### src/rtl/sort_scheduler_pkg.sv
// ----------------------------------------------------------------------------
// sort_scheduler_pkg : shared state encoding and default sizes
// Rev 1.0
// ----------------------------------------------------------------------------
`default_nettype none

package sort_scheduler_pkg;

  localparam int DEF_N = 4;
  localparam int DEF_W = 3;

  localparam logic [1:0] S_LOAD = 2'd0;
  localparam logic [1:0] S_SORT = 2'd1;
  localparam logic [1:0] S_OUT  = 2'd2;

endpackage

`default_nettype wire

### src/rtl/sort_scheduler_cmp.sv
// ----------------------------------------------------------------------------
// cmp_minmax : combinational unsigned compare producing the ordered pair
// Rev 1.0
// ----------------------------------------------------------------------------
`default_nettype none

module cmp_minmax
  import sort_scheduler_pkg::*;
#(
  parameter int W = DEF_W
) (
  input  logic [W-1:0] a,
  input  logic [W-1:0] b,
  output logic [W-1:0] lo,
  output logic [W-1:0] hi,
  output logic         gt
);

  // Strict compare: equal operands keep their order.
  assign gt = (a > b);
  assign lo = gt ? b : a;
  assign hi = gt ? a : b;

endmodule

`default_nettype wire

### src/rtl/sort_scheduler.sv
// ----------------------------------------------------------------------------
// sort_scheduler : load N values, early-exit bubble sort, stream out ascending
// Rev 1.0
// ----------------------------------------------------------------------------
`default_nettype none

module sort_scheduler
  import sort_scheduler_pkg::*;
#(
  parameter int N = DEF_N,
  parameter int W = DEF_W
) (
  input  logic         clk,
  input  logic         rst_n,
  input  logic         in_valid,
  input  logic [W-1:0] in_data,
  output logic         in_ready,
  output logic         out_valid,
  output logic [W-1:0] out_data,
  input  logic         out_ready,
  output logic         busy
);

  localparam int CW = $clog2(N) + 1;
  localparam logic [CW-1:0] LAST_IDX = CW'(N - 1);
  localparam logic [CW-1:0] LAST_P   = CW'(N - 2);

  logic [1:0]    state_q, state_d;
  logic [W-1:0]  bank_q [N];
  logic [W-1:0]  bank_d [N];
  logic [CW-1:0] wr_cnt_q, wr_cnt_d;
  logic [CW-1:0] rd_cnt_q, rd_cnt_d;
  logic [CW-1:0] p_q, p_d;
  logic [CW-1:0] i_q, i_d;
  logic          swapped_q, swapped_d;

  logic [W-1:0]  cmp_a, cmp_b, cmp_lo, cmp_hi, rd_val;
  logic          cmp_gt, swapped_now;
  logic [CW-1:0] last_i;

  always_comb begin
    cmp_a  = '0;
    cmp_b  = '0;
    rd_val = '0;
    for (int k = 0; k < N; k++) begin
      if (CW'(k) == i_q)             cmp_a  = bank_q[k];
      if (CW'(k) == i_q + CW'(1))    cmp_b  = bank_q[k];
      if (CW'(k) == rd_cnt_q)        rd_val = bank_q[k];
    end
  end

  cmp_minmax #(.W(W)) u_cmp (
    .a  (cmp_a),
    .b  (cmp_b),
    .lo (cmp_lo),
    .hi (cmp_hi),
    .gt (cmp_gt)
  );

  // Each pass bubbles the largest remaining value to the end, so it shrinks by one.
  assign last_i      = LAST_P - p_q;
  assign swapped_now = swapped_q | cmp_gt;

  always_comb begin
    state_d   = state_q;
    wr_cnt_d  = wr_cnt_q;
    rd_cnt_d  = rd_cnt_q;
    p_d       = p_q;
    i_d       = i_q;
    swapped_d = swapped_q;
    for (int k = 0; k < N; k++) bank_d[k] = bank_q[k];

    case (state_q)
      S_LOAD: begin
        if (in_valid) begin
          for (int k = 0; k < N; k++)
            if (CW'(k) == wr_cnt_q) bank_d[k] = in_data;
          if (wr_cnt_q == LAST_IDX) begin
            state_d   = S_SORT;
            wr_cnt_d  = '0;
            p_d       = '0;
            i_d       = '0;
            swapped_d = 1'b0;
          end else begin
            wr_cnt_d = wr_cnt_q + CW'(1);
          end
        end
      end
      S_SORT: begin
        for (int k = 0; k < N; k++) begin
          if (CW'(k) == i_q)               bank_d[k] = cmp_lo;
          else if (CW'(k) == i_q + CW'(1)) bank_d[k] = cmp_hi;
        end
        if (i_q != last_i) begin
          i_d       = i_q + CW'(1);
          swapped_d = swapped_now;
        end else if (p_q == LAST_P || !swapped_now) begin
          state_d   = S_OUT;
          rd_cnt_d  = '0;
          p_d       = '0;
          i_d       = '0;
          swapped_d = 1'b0;
        end else begin
          p_d       = p_q + CW'(1);
          i_d       = '0;
          swapped_d = 1'b0;
        end
      end
      S_OUT: begin
        if (out_ready) begin
          if (rd_cnt_q == LAST_IDX) begin
            state_d  = S_LOAD;
            rd_cnt_d = '0;
          end else begin
            rd_cnt_d = rd_cnt_q + CW'(1);
          end
        end
      end
      default: state_d = S_LOAD;
    endcase
  end

  always_ff @(posedge clk or negedge rst_n) begin
    if (!rst_n) begin
      state_q   <= S_LOAD;
      wr_cnt_q  <= '0;
      rd_cnt_q  <= '0;
      p_q       <= '0;
      i_q       <= '0;
      swapped_q <= 1'b0;
      for (int k = 0; k < N; k++) bank_q[k] <= '0;
    end else begin
      state_q   <= state_d;
      wr_cnt_q  <= wr_cnt_d;
      rd_cnt_q  <= rd_cnt_d;
      p_q       <= p_d;
      i_q       <= i_d;
      swapped_q <= swapped_d;
      for (int k = 0; k < N; k++) bank_q[k] <= bank_d[k];
    end
  end

  // Outputs depend only on registered state, never on out_ready.
  assign in_ready  = (state_q == S_LOAD);
  assign busy      = (state_q == S_SORT);
  assign out_valid = (state_q == S_OUT);
  assign out_data  = out_valid ? rd_val : '0;

endmodule

`default_nettype wire
### config.mk
export PLATFORM = sky130hd
export DESIGN_NAME = sort_scheduler
export DESIGN_NICKNAME = d
export VERILOG_FILES = /design/src/rtl/sort_scheduler_pkg.sv /design/src/rtl/sort_scheduler_cmp.sv /design/src/rtl/sort_scheduler.sv
export SDC_FILE = /design/constraint.sdc
export NUM_CORES = 1
export LEC_CHECK = 0
export ABC_AREA = 1
export CORE_MARGIN = 4
export CORE_UTILIZATION = 40
export CTS_BUF_LIST = sky130_fd_sc_hd__clkbuf_4 sky130_fd_sc_hd__clkbuf_8
export DETAILED_ROUTE_END_ITERATION = 8
export MAX_ROUTING_LAYER = met4
export SLEW_MARGIN = 10
export SYNTH_ARGS = -nofsm -noshare
export SYNTH_HDL_FRONTEND = slang
export SYNTH_SLANG_ARGS = --single-unit
### constraint.sdc
create_clock -name clk -period 4 [get_ports clk]
set_clock_uncertainty 0.1 [all_clocks]
set_input_delay 0.8 -clock clk [delete_from_list [all_inputs] [get_ports clk]]
set_output_delay 0.8 -clock clk [all_outputs]
set_load 0.02 [all_outputs]
==> run_results.csv <==
group,metric,value,unit
clock_network,clockBufferDepth,2,
synthesis,synth.most_common_cell,"nand2_1",
timing,hold_viol,0,
placement,placed_cells,460,
worst_hold_path,hold_end,"p_q[1]",
timing,hold_slack,438.9,ps
floorplan,initial_core_util,40.98,%
drt,wl_per_cell,13.89,microns
cells_and_area,area_growth,10.21,%
drt,highest_layer,"met4",
synthesis,ys_async_sr_fraction,100.0,%
drt,drt_iter0_drc,206,
synthesis,synth-seq-cells,27,
synthesis,syn_area,2426,sq um
floorplan,core-area,5921,sq um
clock_network,cts.sinks,27,
worst_setup_path,critical_path_class,"register to register",
floorplan,row_count,28,
drt,vias,2397,
placement,io_buffers,12,
drt,drt_first_pass_iters,5,
synthesis,synthCells,374,
outcome,run_status,"complete, no violations",
worst_setup_path,rr_startpoint,"i_q[2]",
drt,met1Wirelength,3.000,mm
cells_and_area,drive_gt1_share,8.226,%
synthesis,synthDominantCellAreaShare,27.85,%
global_routing,antenna_found_initial,0,
drt,ant_nets,0,
synthesis,synth_commonest_cells,"98 x nand2_1, 73 x nand3_1, 62 x inv_1, 28 x nor2_1, 27 x dfrtp_1",
timing,tightest_slew,491.9,ps
synthesis,synth_seq_area_share,27.85,%
clock_network,clkTransAtPathRegs,100,ps
drt,vias_per_cell,5.166,
worst_setup_path,critical_path_arrival,3440,ps
synthesis,yosysWarnings,0,
worst_setup_path,cp-end-kind,"register",
synthesis,synth.distinct_cells,28,
drt,wl_met3,295,microns
synthesis,syn_area_per_cell,6.487,sq um
timing,fin_crit,3348,ps
worst_setup_path,worstReg2RegEnd,"bank_q[3]",
global_routing,grt_use_total,19.65,%
clock_network,cts_resized,0,
synthesis,synth_ff_type,"dfrtp_1",
clock_network,cts_root_buf,"clkbuf_8",
cells_and_area,fin_cells,464,
synthesis,yosysTopAreaCell,"dfrtp_1",
floorplan,die_w,85.88,microns
worst_hold_path,hp-class,"register to register",
cells_and_area,utilization,45.16,%
drt,routed_wl,6.446,mm
worst_setup_path,reg2reg_depth,15,
global_routing,grt.overflow.total,0,
drt,dr_wl_met2,2.891,mm
floorplan,die_area,7375,sq um
synthesis,synth-edff-count,0,
job,max_cap_violations,0,
cells_and_area,finalNetCount,416,
synthesis,syn_nets,400,
clock_network,htreeDepth,1,
timing,fin_crit_sh,83.71,%
worst_setup_path,reg2reg_slack,650,ps
clock_network,cts_buffers,3,
worst_hold_path,min_delay_path_depth,2,
clock_network,cts_hold_buf,0,
timing,max_freq,298.7,MHz
placement,routabilityCongestion,0.9615,
global_routing,grt_pass1_wl,11.31,mm
clock_network,postCtsSetupBuffers,0,
timing,rsz0062_at_grt,"false",
floorplan,chipHeight,85.88,microns
synthesis,yosys-top-cells-area,"dfrtp_1 28%, nand2_1 15%, nand3_1 15%",
timing,setup_viol,0,
placement,dp_hpwl,5.130,mm
timing,report.final.slew_viol_count,0,
global_routing,grt_pass1_vias,2394,
clock_network,cts_tree,"built",
drt,drc,0,
worst_setup_path,worstPathRequired,4090,ps
floorplan,ios,13,
worst_setup_path,crit_fanout,7,
timing,relSlewSlack,67.14,%
clock_network,clock_latency,280,ps
global_routing,grt_max_degree,28,
worst_hold_path,hp-start,"p_q[1]",
timing,setup_tns,0,ps
worst_setup_path,crit_path_start_kind,"register",
cells_and_area,antennaDiodeCount,0,
[cells by family after synthesis]
logic type | share of synthesized area, %
simple gates | 40.28
flops | 27.85
xor+xnor | 1.444
fa+ha+maj | 9.799
buf+inv | 11.76
compound gates | 8.871
[per-stage QoR]
| stage | worst slack [ps] | area (sq um) |
|---|---|---|
| 6_report | 651.7 | 2674 |
| 3_5_place_dp | 731.8 | 2625 |
| 5_1_grt | 236.0 | 2674 |
| 2_1_floorplan | 1168 | 2426 |
| 4_1_cts | 699.3 | 2674 |
| 3_3_place_gp | 799.5 | 2625 |
[critical path: stages (launching register included)]
cell and delay, ps:
dfrtp_1 500, inv_2 160, ha_1 400, nand2_1 180, inv_1 90, a21oi_1 180, a21boi_0 130, ha_1 320
nand2_1 70, nand2_1 70, o21bai_1 420, nand3_1 270, nand3_1 150, nand3_1 120, nand2_1 70, inv_1 30
[worst max-delay path by stage]
| stage | from | end | slack, ps | cells after the start |
|---|---|---|---|---|
| floorplan | i_q[0] | rd_cnt_q[0] | 1170 | 17 |
| global placement | i_q[2] | rd_cnt_q[2] | 800 | 18 |
| detailed placement | i_q[0] | rd_cnt_q[0] | 730 | 17 |
| CTS | i_q[0] | rd_cnt_q[0] | 700 | 17 |
| global route | i_q[0] | rd_cnt_q[2] | 240 | 17 |
| finish | i_q[2] | bank_q[3] | 650 | 15 |
[layer usage]
layer | vias to the layer above | track usage (%)
met5 | - | -
met4 | 0 | 7.482
met3 | 27 | 1.729
met2 | 79 | 31.04
met1 | 1075 | 26.10
li1 | 1216 | -
[layout make-up]
| class | instances | area, sq um |
|---|---|---|
| fill | 595 | 3247 |
| multi-input combinational | 275 | 1465 |
| clock buffer | 4 | 48.80 |
| timing repair buffer | 13 | 127.6 |
| inverter | 70 | 262.8 |
| sequential | 27 | 675.6 |
| tap | 75 | 93.84 |
[cells in the final DEF, fill, tap and decap left out, drive strengths merged, types with 3 or more instances in the layout]
master	count
o211ai	3
ha	19
o21ai	14
nand3	75
dfrtp	27
a211oi	3
clkdlybuf4s50	12
clkbuf	4
nand2	103
a21oi	10
inv	68
xor2	3
nor2	37
[flip-flops by register name (all words and copies together), names as in the netlist]
signal	count
swapped_q	1
p_q	3
rd_cnt_q	3
i_q	3
wr_cnt_q	3
state_q	2
bank_q	12
Power is not shown: default switching activity piles up to over one toggle a cycle in this logic, so the estimate is an artifact.
